File: config.mk
export PLATFORM = sky130hd
export DESIGN_NAME = calc_instr_issue
export DESIGN_NICKNAME = d
export VERILOG_FILES = /design/src/rtl/calc_pkg.sv /design/src/rtl/calc_fifo_mem.sv /design/src/rtl/calc_instr_issue.sv
export SDC_FILE = /design/constraint.sdc
export NUM_CORES = 1
export LEC_CHECK = 0
export BUFFER_PORTS_ARGS = -buffer_cell sky130_fd_sc_hd__buf_2
export CORE_MARGIN = 2
export CORE_UTILIZATION = 60
export DETAILED_ROUTE_END_ITERATION = 10
export HOLD_SLACK_MARGIN = 0.03
export PLACE_DENSITY = 0.85
export REMOVE_ABC_BUFFERS = 1
export SYNTH_ARGS = -nofsm -noshare
export SYNTH_HDL_FRONTEND = slang
export SYNTH_SLANG_ARGS = --single-unit
File: constraint.sdc
create_clock -name clk -period 5.6 [get_ports clk]
set_input_delay 1.12 -clock clk [delete_from_list [all_inputs] [get_ports clk]]
set_output_delay 1.12 -clock clk [all_outputs]
set_load 0.01 [all_outputs]
File: src/rtl/calc_pkg.sv
// Shared types for the calculator instruction path: operand width,
// the packed four-operand instruction and the sequence tag type.
package calc_pkg;

  localparam int OPERAND_W = 8;
  localparam int SEQ_W     = 8;

  typedef struct packed {
    logic [OPERAND_W-1:0] a;
    logic [OPERAND_W-1:0] b;
    logic [OPERAND_W-1:0] c;
    logic [OPERAND_W-1:0] d;
  } calc_instr_t;

  typedef logic [SEQ_W-1:0] calc_seq_t;

endpackage

File: src/rtl/calc_fifo_mem.sv
// Register-array storage for the issue queue: one synchronous write port
// and one asynchronous read port. Contents are deliberately never cleared.
module calc_fifo_mem #(
  parameter int DEPTH   = 8,
  parameter int WIDTH   = 40,
  parameter int ADDR_W  = $clog2(DEPTH)
) (
  input  logic              clk,
  input  logic              wr_en,
  input  logic [ADDR_W-1:0] wr_addr,
  input  logic [WIDTH-1:0]  wr_data,
  input  logic [ADDR_W-1:0] rd_addr,
  output logic [WIDTH-1:0]  rd_data
);

  logic [WIDTH-1:0] mem_q [DEPTH];

  always_ff @(posedge clk) begin
    if (wr_en) mem_q[wr_addr] <= wr_data;
  end

  assign rd_data = mem_q[rd_addr];

endmodule

File: src/rtl/calc_instr_issue.sv
// Instruction issue queue ahead of the calculator: in-order buffering with a
// wrapping sequence tag per entry and zero-fill of the output when empty.
module calc_instr_issue
  import calc_pkg::*;
#(
  parameter int DEPTH     = 8,
  parameter int OPERAND_W = calc_pkg::OPERAND_W,
  parameter int SEQ_W     = calc_pkg::SEQ_W
) (
  input  logic                       clk,
  input  logic                       reset,
  input  logic                       flush,
  input  logic                       in_valid,
  output logic                       in_ready,
  input  logic [4*OPERAND_W-1:0]     in_instr,
  output logic [4*OPERAND_W-1:0]     instruction,
  output logic                       out_valid,
  input  logic                       out_ready,
  output logic [SEQ_W-1:0]           seq,
  output logic [$clog2(DEPTH):0]     count
);

  localparam int PTR_W   = $clog2(DEPTH);
  localparam int CNT_W   = PTR_W + 1;
  localparam int INSTR_W = 4 * OPERAND_W;
  localparam int ENT_W   = SEQ_W + INSTR_W;
  localparam logic [CNT_W-1:0] DEPTH_C = CNT_W'(DEPTH);

  logic [PTR_W-1:0] wr_ptr_q, wr_ptr_d;
  logic [PTR_W-1:0] rd_ptr_q, rd_ptr_d;
  logic [CNT_W-1:0] count_q,  count_d;
  logic [SEQ_W-1:0] wr_seq_q, wr_seq_d;
  logic [ENT_W-1:0] head_ent;
  logic             push, pop;

  // in_ready never looks at out_ready, so a full queue refuses a push even
  // when the head is leaving in the same cycle.
  assign in_ready  = (count_q < DEPTH_C) && !flush;
  assign out_valid = (count_q != '0);
  assign push      = in_valid && in_ready;
  assign pop       = out_valid && out_ready && !flush;

  always_comb begin
    wr_ptr_d = wr_ptr_q;
    rd_ptr_d = rd_ptr_q;
    count_d  = count_q;
    wr_seq_d = wr_seq_q;
    if (flush) begin
      wr_ptr_d = '0;
      rd_ptr_d = '0;
      count_d  = '0;
    end else begin
      if (push) begin
        wr_ptr_d = wr_ptr_q + PTR_W'(1);
        wr_seq_d = wr_seq_q + SEQ_W'(1);
      end
      if (pop) rd_ptr_d = rd_ptr_q + PTR_W'(1);
      case ({push, pop})
        2'b10:   count_d = count_q + CNT_W'(1);
        2'b01:   count_d = count_q - CNT_W'(1);
        default: count_d = count_q;
      endcase
    end
  end

  always_ff @(posedge clk or posedge reset) begin
    if (reset) begin
      wr_ptr_q <= '0;
      rd_ptr_q <= '0;
      count_q  <= '0;
      wr_seq_q <= '0;
    end else begin
      wr_ptr_q <= wr_ptr_d;
      rd_ptr_q <= rd_ptr_d;
      count_q  <= count_d;
      wr_seq_q <= wr_seq_d;
    end
  end

  calc_fifo_mem #(
    .DEPTH (DEPTH),
    .WIDTH (ENT_W)
  ) u_mem (
    .clk     (clk),
    .wr_en   (push),
    .wr_addr (wr_ptr_q),
    .wr_data ({wr_seq_q, in_instr}),
    .rd_addr (rd_ptr_q),
    .rd_data (head_ent)
  );

  // Stale memory is masked; an empty queue advertises the next tag to be issued.
  assign instruction = out_valid ? head_ent[INSTR_W-1:0] : '0;
  assign seq         = out_valid ? head_ent[ENT_W-1 -: SEQ_W] : wr_seq_q;
  assign count       = count_q;

endmodule

==> run_results.csv, run 1 <==
group,metric,value,unit
timing,rsz0062_at_grt,"no",
route,ant_nets,0,
timing,max_slew.worst_pin.slew,1.208,ns
placement,globalplace.congestion,0.7908,
synthesis,ys.flop_type,"edfxtp_1",
critical_path,end_kind,"output pin",
clock_network,cts_tree,"done",
placement,placement.io_buffers,82,
critical_path,cp_data_required_time,4.48,ns
critical_path,cp_max_fo,50,
floorplanning,start_util,60.63,%
synthesis,synth_area,0.01315,mm2
pwr,ir_worst_vdd,0.0003244,V
floorplanning,die_y,152.0,um
timing,clock.fmax,244.0,MHz
route,wire_per_inst,25.55,um
route,firstDrtPassIters,7,
timing,drv_slew,0,
timing,slew_headroom,19.47,%
timing,hold_viol,0,
floorplanning,core-area,0.02169,mm2
placement,place_hpwl,13.46,mm
route,avgViaCountPerCell,6.308,
critical_path,worst-path-buf-inv,2,
clock_network,cts_resized,0,
grt,grt_pass1_vias,6868,
synthesis,postSynthCellCount,620,
timing,finalCriticalPeriod,4.098,ns
grt,grt_max_degree,83,
synthesis,yosys_warnings,0,
pwr,p_total,6.347,mW
clock_network,cts_sinks,338,
critical_path,worstSetupPathType,"reg2out",
critical_path,cp_top_family,"flip-flops",
grt,track_usage,22.66,%
clock_network,clock_path_buffers,3,
pwr,clkPwrFrac,33.2,%
final_layout,final_cells,1019,
pwr,pwr-share-comb,18.3,%
pwr,seqPwrFrac,48.5,%
route,drt-total-wl,26.03,mm
critical_path,path_cells,"buf_12, mux4_2, mux2i_1, nor2_1, buf_2",
timing,post-route-period-util,73.17,%
critical_path,crit_slowest_cell,"dfrtp_4",
pwr,p_per_area,424.4,mW/mm2
final_layout,drive_gt1_share,31.30,%
job,max_cap_viol_count,0,
floorplanning,ios,83,
timing,setup_viol,0,
placement,dp_slack,2.001,ns
timing,fin_skew,0.01179,ns
synthesis,synth_edf_count,320,
outcome,outcome,"complete, no violations",
timing,timing.final.ws_setup,1.502,ns
floorplanning,rows,54,
pwr,p_leak,4.859,nW
clock_network,cts_setup_buffers,0,
critical_path,critical_path.max_stage_delay,0.87,ns
worst_hold_path,hp-class,"reg2reg",
synthesis,ys_types,32,
synthesis,seq_area_frac_synth,76.51,%
final_layout,fill_cells,1301,
grt,overflow,0,
clock_network,clk_pin_slew_worst_paths,0.07,ns
placement,place_inst,962,
pwr,p_sw_share,25.95,%
floorplanning,die-area,0.02311,mm2
clock_network,clkLatencyLatePin,0.54,ns
final_layout,area_growth,13.75,%
route,vias,6428,
pwr,switchingPower,1.647,mW
clock_network,root_buffer,"clkbuf_16",
route,drt_iter0_drc,514,
synthesis,synth_seq_cells,338,
final_layout,nets,757,
floorplanning,die_w,152.0,um
grt,antenna_found_initial,1,
clock_network,cts_buffers,31,
synthesis,syn_area_per_cell,21.21,um2
critical_path,cp-start-kind,"register",
clock_network,htreeDepth,1,
grt,grt_pass1_wl,39.81,mm
pwr,internal_power,4.700,mW
clock_network,cts-hold-fix-buffers,0,
synthesis,synth-async-reset-ratio,5.325,%
critical_path,worstPathArrival,2.98,ns
route,route.detailed.drc,0,
[power groups by stage]
stage / sequential, mW / combinational, mW / clock (mW)
2_1_floorplan: 3.14 / 0.765 / 0
3_3_place_gp: 3.12 / 1.14 / 0
3_5_place_dp: 3.13 / 1.17 / 0
4_1_cts: 3.08 / 1.18 / 2.14
5_1_grt: 3.10 / 1.26 / 2.23
6_report: 3.08 / 1.16 / 2.11
[placed cells by master, fill, tap and decap left out, types with 6 or more instances in the layout]
| master | n |
|---|---|
| clkinv_1 | 6 |
| mux2i_1 | 42 |
| dfrtp_1 | 15 |
| nor2_1 | 44 |
| clkinv_2 | 7 |
| o21ai_0 | 8 |
| buf_4 | 11 |
| clkbuf_16 | 31 |
| xnor2_1 | 11 |
| clkbuf_1 | 6 |
| nand2_1 | 18 |
| edfxtp_1 | 320 |
| buf_2 | 82 |
| mux4_2 | 80 |
[metrics by stage]
| stage | util (%) | hold slack (ns) | cell area (um2) | setup TNS [ns] |
|---|---|---|---|---|
| 2_1_floorplan | - | 0.5597 | 13010 | -11.98 |
| 3_3_place_gp | 64.26 | 0.6171 | 13940 | 0 |
| 3_5_place_dp | 64.26 | 0.6543 | 13940 | 0 |
| 4_1_cts | 68.95 | 0.6553 | 14950 | 0 |
| 5_1_grt | 68.95 | 0.7094 | 14950 | 0 |
| 6_report | 68.96 | 0.6633 | 14960 | 0 |
[kinds of logic (layout without fill, tap and decap cells)]
kind of cell	after synthesis	in the layout	share of synthesized area (%)
flip-flops	338	338	76.51
XOR/XNOR	16	16	1.066
other	0	1	0
AND/OR/NAND/NOR	86	86	2.836
AO/OA/AOI/OAI	17	17	1.047
multiplexers	122	122	16.90
buffers and inverters	36	154	1.170
adder cells (fa/ha/maj)	5	5	0.4758
[final timing paths]
kind / start / endpoint / slack, ns / cells after the start
setup / recovery: rd_ptr_q[0] / instruction[5] / 1.50 / 5
hold / removal: wr_seq_q[7] / wr_seq_q[7] / 0.66 / 1
setup reg to reg: count[0] / count[3] / 2.48 / 8
hold reg to reg: wr_seq_q[7] / wr_seq_q[7] / 0.66 / 1
max in group asynchronous: reset / rd_ptr_q[1] / 4.37 / 2
min in group asynchronous: reset / count[3] / 0.69 / 2
[flip-flops by register name, indices dropped and copies added, names as in the netlist]
register	count
wr_seq_q	8
u_mem.mem_q	320
wr_ptr_q	3
count	4
rd_ptr_q	3
[cell type report]
cell class / instances / area (um2) / share of cell area [%]
repair buffers: 94 / 513.0 / 3.430
diodes: 1 / 2.502 / 0.01673
clock buffers: 37 / 798.3 / 5.337
clock inverters: 19 / 219.0 / 1.464
well taps: 280 / 350.3 / 2.342
flip-flops and latches: 338 / 10070 / 67.32
multi-input cells: 246 / 2990 / 19.99
inverters: 4 / 15.01 / 0.1004
[cell usage after synthesis (2+ instances only)]
cell	count	share of area [%]
nand4_1	3	0.14
nor3_1	4	0.15
nor4_1	2	0.095
xor2_1	5	0.33
and3_1	4	0.19
nand2b_1	3	0.14
nand2_1	18	0.51
xnor2_1	11	0.73
buf_2	15	0.57
nor2_1	47	1.3
a32oi_1	2	0.13
dfrtp_1	18	3.4
o21ai_0	8	0.30
inv_1	4	0.11
clkbuf_1	13	0.37
ha_1	5	0.48
mux2i_1	42	3.2
mux4_2	80	14
edfxtp_1	320	73
buf_1	4	0.11
[routing by layer]
metal / global-route usage (%) / part of all wire, % / vias to the layer above / wire [um]
li1: - / - / 2719 / -
met1: 31.65 / 41 / 3394 / 10570
met2: 37.79 / 51 / 265 / 13270
met3: 3.993 / 6.6 / 48 / 1715
met4: 6.231 / 1.8 / 2 / 461
met5: 0 / 0.050 / - / 13
Note: power is estimated with default switching activity, not from simulation.
==> inputs of run 2 (changes only) <==
- ABC_AREA: default -> 1
- clock period: 5.6 -> 4.1 ns (I/O delays scaled with it)
==> run 2 against run 1 <==
Net effect: largest cell class unchanged; non-clock buffer count rose by 10; area after synthesis rose by 2.9%; final area rose by 2.4%; clock power rose by 40%.
==> run_results.csv, run 2 <==
group,metric,value,unit
synthesis,syn_area_per_cell,13.02,um2
clock_network,root_buffer,"clkbuf_16",
final_layout,area_growth,13.14,%
final_layout,largest_reg_flops,320,
critical_path,crit_slowest_cell,"dfrtp_4",
final_layout,final_cell_mix,"edfxtp_1 (320), nor2_1 (306), o21ai_0 (111), buf_2 (82), o32ai_1 (64)",
synthesis,synth-async-reset-ratio,5.325,%
clock_network,cts_tree,"done",
grt,antenna_found_initial,1,
clock_network,cts-hold-fix-buffers,0,
placement,placement.io_buffers,82,
route,firstDrtPassIters,8,
route,vias,8800,
synthesis,yosysMostFrequentCell,"edfxtp_1",
timing,post-route-period-util,91.54,%
synthesis,synth_area,0.01353,mm2
grt,track_usage,25.18,%
route,avgViaCountPerCell,6.219,
timing,slew_headroom,23.54,%
grt,grt_max_degree,162,
job,max_cap_viol_count,0,
floorplanning,rows,54,
timing,rsz0062_at_grt,"no",
synthesis,seq_area_frac_synth,74.34,%
timing,max_slew.worst_pin.slew,1.147,ns
critical_path,worstPathArrival,2.93,ns
clock_network,cts_sinks,338,
clock_network,clk_pin_slew_worst_paths,0.06,ns
pwr,pwr-share-comb,27.7,%
clock_network,clkLatencyLatePin,0.51,ns
synthesis,synth_top_area_share,71.01,%
placement,place_inst,1356,
final_layout,top_register,"u_mem.mem_q",
critical_path,cp_max_fo,110,
floorplanning,die_y,154.2,um
synthesis,synth_area_leaders,"edfxtp_1 (71%), nor2_1 (8.7%), o32ai_1 (4.1%)",
timing,setup_viol,0,
clock_network,cts_buffers,34,
pwr,p_per_area,650.8,mW/mm2
timing,finalCriticalPeriod,3.753,ns
clock_network,cts_resized,0,
synthesis,synth_seq_cells,338,
critical_path,cp_top_family,"flip-flops",
pwr,p_sw_share,32.66,%
placement,globalplace.congestion,0.7617,
floorplanning,ios,83,
floorplanning,die-area,0.02377,mm2
synthesis,synth_common_cells,"edfxtp_1 (320), nor2_1 (314), o21ai_0 (111)",
synthesis,yosys_warnings,0,
synthesis,postSynthCellCount,1039,
clock_network,clock_path_buffers,3,
pwr,p_leak,5.303,nW
final_layout,drive_gt1_share,15.34,%
grt,grt_pass1_vias,8934,
synthesis,ys.flop_type,"edfxtp_1",
timing,fin_skew,0.01913,ns
timing,holdWs,0.4382,ns
critical_path,cp-start-kind,"register",
placement,place_hpwl,15.12,mm
route,ant_nets,0,
critical_path,cp_data_required_time,3.28,ns
pwr,internal_power,6.710,mW
route,route.detailed.drc,0,
timing,hold_viol,0,
route,drt_iter0_drc,1029,
grt,grt_pass1_wl,46.38,mm
final_layout,finish.utilization,69.72,%
clock_network,cts_setup_buffers,0,
critical_path,path_cells,"buf_4, o21ai_0, o32ai_1, o21ai_1, nor2_1, buf_2",
synthesis,synth_top_area_cell,"edfxtp_1",
final_layout,final_common_cell,"edfxtp_1",
critical_path,critical_path.max_stage_delay,1.16,ns
clock_network,htreeDepth,2,
floorplanning,die_w,154.2,um
route,drt-total-wl,29.58,mm
pwr,switchingPower,3.253,mW
pwr,seqPwrFrac,42.6,%
route,wire_per_inst,20.90,um
synthesis,ys_types,33,
timing,drv_slew,0,
placement,placed_area,0.01425,mm2
final_layout,final_cells,1415,
floorplanning,core-area,0.02196,mm2
synthesis,synth_edf_count,320,
pwr,p_total,9.963,mW
grt,overflow,0,
floorplanning,start_util,61.62,%
final_layout,design_area,0.01531,mm2
final_layout,nets,1154,
critical_path,worst-path-buf-inv,2,
critical_path,end_kind,"output pin",
pwr,clkPwrFrac,29.7,%
outcome,outcome,"complete, no violations",
worst_hold_path,hp-class,"in2async",
timing,clock.fmax,266.4,MHz
pwr,ir_worst_vdd,0.0004386,V
critical_path,worstSetupPathType,"reg2out",
-- run 2: changes by cell type after synthesis, moves of 17 or more --
cell / change
mux4_2: -80
clkbuf_1: +22
o21ai_1: +29
o32ai_1: +64
mux2i_1: -38
nor2_1: +267
inv_1: +17
o21ai_0: +103
-- run 2: worst reg2reg max path: cells and delay by family, from the launching register on --
kind / cells / cell delay [ns]
fa+ha+maj: 1 / 0.29
simple gates: 8 / 1.64
buf+inv: 2 / 0.16
flops: 1 / 0.46
-- run 2: per-layer routing --
layer / GRT usage (%) / wire, um
met5: 0 / 0
met4: 9.969 / 754
met3: 4.567 / 2953
met2: 41.51 / 14510
met1: 33.87 / 11360
-- run 2: area by class of cell --
class,instances,area [um2]
diodes,1,2.502
clock buffers,43,905.9
clock inverters,15,152.6
fillers,1340,6649
inverters,25,96.34
multi-input cells,609,3083
flip-flops and latches,338,10070
well taps,280,350.3
repair buffers,104,650.6
-- run 2: power by group through the flow --
stage          Clock [mW]  Combinational, mW  Sequential, mW
2_1_floorplan           0               1.56            4.37
3_3_place_gp            0               2.60            4.29
3_5_place_dp            0               2.69            4.31
4_1_cts              2.98               2.74            4.24
5_1_grt              3.12               3.04            4.27
6_report             2.96               2.76            4.25
-- run 2: final timing paths --
kind	startpoint	endpoint	slack, ns	cells after the start
worst min register to register	count[0]	count[0]	0.57	1
max in group asynchronous	reset	rd_ptr_q[0]	3.13	2
min in group clk	in_instr[7]	u_mem.mem_q[5][7]	0.57	1
worst max register to register	count[3]	count[3]	1.46	11
worst min-delay path	reset	wr_ptr_q[1]	0.44	2
worst max-delay path	rd_ptr_q[1]	instruction[31]	0.35	6
-- run 2: kinds of logic (layout without fill, tap and decap cells) --
kind of cell	Yosys count	after routing	share of synthesized area (%)
XOR/XNOR	9	9	0.5826
multiplexers	4	4	0.2959
adder cells (fa/ha/maj)	5	5	0.4623
flip-flops	338	338	74.34
other	0	1	0
AND/OR/NAND/NOR	369	369	10.65
AO/OA/AOI/OAI	222	222	10.35
buffers and inverters	92	187	3.319
-- run 2: stage by stage --
step / TNS, ns / setup slack [ns]
floorplan: -40.41 / -1.160
global placement: 0 / 1.108
detailed placement: 0 / 0.9990
CTS: 0 / 0.4147
global route: 0 / 0.2072
finish: 0 / 0.3468
==> inputs of run 3 (changes only) <==
--- a/config.mk
+++ b/config.mk
@@ -10,4 +10,5 @@
 export CORE_MARGIN = 2
 export CORE_UTILIZATION = 60
+export CTS_BUF_LIST = sky130_fd_sc_hd__clkbuf_2
 export DETAILED_ROUTE_END_ITERATION = 10
 export HOLD_SLACK_MARGIN = 0.03
==> constraint.sdc (replaced) <==
create_clock -name clk -period 4.1 [get_ports clk]
set_input_delay 0 -clock clk [delete_from_list [all_inputs] [get_ports clk]]
set_output_delay 0 -clock clk [all_outputs]
set_load 0.01 [all_outputs]
==> run 3 against run 2 <==
Net effect: count of clock-buffer cells in the layout is 76 higher; power shrank 7.3%; core utilization is 1.7 points higher; global-route usage grew 1.5 points; critical path type unchanged; fmax is 0.98% higher; sequential share of layout area decreased by 1.5 points; critical endpoint is now seq[3]; cell count increased by 11%; flip-flop and latch count unchanged; setup slack improved by 0.036 ns; sequential power barely moved.
==> run_results.csv, run 3 (same netlist as run 2, synthesis figures left out) <==
group,metric,value,unit
floorplanning,die_w,154.2,um
route,drt-total-wl,31.65,mm
clock_network,clock_path_buffers,3,
placement,place_hpwl,16.39,mm
final_layout,drive_gt1_share,19.10,%
worst_hold_path,worstHoldPathCells,5,
floorplanning,core-area,0.02196,mm2
timing,fin_skew,0.09658,ns
critical_path,cp-start-kind,"register",
critical_path,cp_max_fo,107,
worst_hold_path,hp-class,"in2reg",
route,firstDrtPassIters,7,
timing,finalCriticalPeriod,3.717,ns
clock_network,cts_setup_buffers,0,
worst_hold_path,hold_start,"out_ready",
placement,place_inst,1351,
grt,grt_pass1_vias,9736,
clock_network,clkLatencyLatePin,0.88,ns
timing,hold_viol,0,
clock_network,cts_buffers,82,
critical_path,end_kind,"output pin",
grt,antenna_found_initial,1,
timing,fin_setup_tns,0,ns
pwr,p_leak,5.631,nW
final_layout,seq_area,0.01007,mm2
floorplanning,rows,54,
timing,rsz0062_at_grt,"no",
timing,post-route-period-util,90.66,%
pwr,p_sw_share,36.36,%
clock_network,cts_tree,"done",
final_layout,multi_input_area,0.003083,mm2
final_layout,fill_cells,1339,
final_layout,nets,1273,
placement,globalplace.congestion,0.8079,
timing,clock.fmax,269.0,MHz
timing,slew_headroom,28.90,%
final_layout,final_common_cell,"edfxtp_1",
timing,setup_viol,0,
critical_path,r2r_slack,0.59,ns
pwr,clkPwrFrac,23.8,%
critical_path,ff2ff_path_depth,12,
grt,grt_max_degree,109,
critical_path,rr_endpoint,"count[0]",
floorplanning,die-area,0.02377,mm2
pwr,switchingPower,3.358,mW
worst_hold_path,whs_endpoint,"count[1]",
pwr,seqPwrFrac,46.3,%
final_layout,largest_reg_flops,320,
timing,max_slew.worst_pin.slew,1.066,ns
final_layout,top_register,"u_mem.mem_q",
grt,grt_pass1_wl,49.00,mm
final_layout,final_cells,1574,
pwr,pwr-share-comb,29.9,%
route,route.detailed.drc,0,
route,wire_per_inst,20.11,um
critical_path,worstSetupPathType,"reg2out",
outcome,outcome,"complete, no violations",
clock_network,root_buffer,"clkbuf_2",
route,ant_nets,0,
floorplanning,start_util,61.62,%
clock_network,cts_sinks,338,
pwr,ir_worst_vdd,0.0004811,V
critical_path,worstReg2RegStart,"count[3]",
clock_network,clk_pin_slew_worst_paths,0.12,ns
job,max_cap_viol_count,0,
placement,placement.io_buffers,82,
clock_network,htreeDepth,3,
pwr,internal_power,5.876,mW
floorplanning,die_y,154.2,um
critical_path,cp_data_required_time,4.10,ns
route,avgViaCountPerCell,6.010,
grt,overflow,0,
pwr,p_per_area,588.9,mW/mm2
floorplanning,ios,83,
route,vias,9460,
route,drt_iter0_drc,1090,
grt,track_usage,26.69,%
pwr,p_total,9.234,mW
final_layout,finish.utilization,71.40,%
final_layout,final_cell_mix,"edfxtp_1 (320), nor2_1 (306), clkbuf_2 (119), o21ai_0 (111), buf_2 (82)",
timing,drv_slew,0,
final_layout,area_growth,15.87,%
critical_path,worstPathArrival,3.72,ns
-- run 3: cell count changes in the layout (fill, tap and decap cells not counted), sizes merged --
cell	before	now
clkinvlp	0	1
buf	104	99
dlygate4sd3	0	76
clkbuf	43	119
bufinv	3	2
clkinv	11	23
-- run 3: timing repair --
action,CTS,global route
resized for setup,0,0
endpoints found under the hold margin,292,0
hold buffers,76,0
-- run 3: stage by stage --
stage | hold slack [ns] | worst slack (ns) | area [um2]
2_1_floorplan | -0.06143 | -0.3402 | 13180
3_3_place_gp | 0.1382 | 1.463 | 14160
3_5_place_dp | 0.1410 | 1.420 | 14160
4_1_cts | 0.05696 | 0.4692 | 15680
5_1_grt | 0.1016 | 0.1958 | 15680
6_report | 0.1297 | 0.3830 | 15680
-- run 3: routing by layer --
metal | wire length, um | track usage [%]
met4 | 824 | 12.77
met5 | 0 | 0
met3 | 2951 | 6.248
met1 | 11870 | 33.67
met2 | 16000 | 44.20
-- run 3: worst max-delay path, cell delays in order (launching register included) --
cell and delay, ns:
dfrtp_4 0.81, buf_4 0.90, o21ai_0 0.32, o211ai_1 0.27, nand3_1 0.20, o21ai_1 0.16, buf_2 0.16
-- run 3: layout make-up --
cell class                      instances  area share [%]
Clock buffer                          119           3.799
Tap cell                              280           2.234
Sequential cell                       338           64.22
Timing Repair Buffer                  175           8.443
Antenna cell                            1         0.01596
Clock inverter                         27           1.013
Multi-Input combinational cell        609           19.66
Inverter                               25          0.6145
-- run 3: power groups by stage --
stage | Combinational (mW) | Sequential (mW) | Clock [mW]
6_report | 2.76 | 4.27 | 2.20
5_1_grt | 3.04 | 4.30 | 2.39
4_1_cts | 2.72 | 4.26 | 2.22
3_5_place_dp | 2.64 | 4.34 | 0
3_3_place_gp | 2.55 | 4.32 | 0
2_1_floorplan | 1.56 | 4.37 | 0
-- run 3: how the worst max path moves through the flow --
stage                      from                 end  slack, ns  cells after the start
finish              rd_ptr_q[0]              seq[3]       0.38                      6
detailed placement     count[3]  u_mem.mem_q[1][29]       1.42                      6
floorplan           rd_ptr_q[0]              seq[5]      -0.34                      7
global route        rd_ptr_q[0]              seq[3]       0.20                      6
CTS                 rd_ptr_q[0]              seq[3]       0.47                      6
global placement       count[3]  u_mem.mem_q[1][26]       1.46                      6
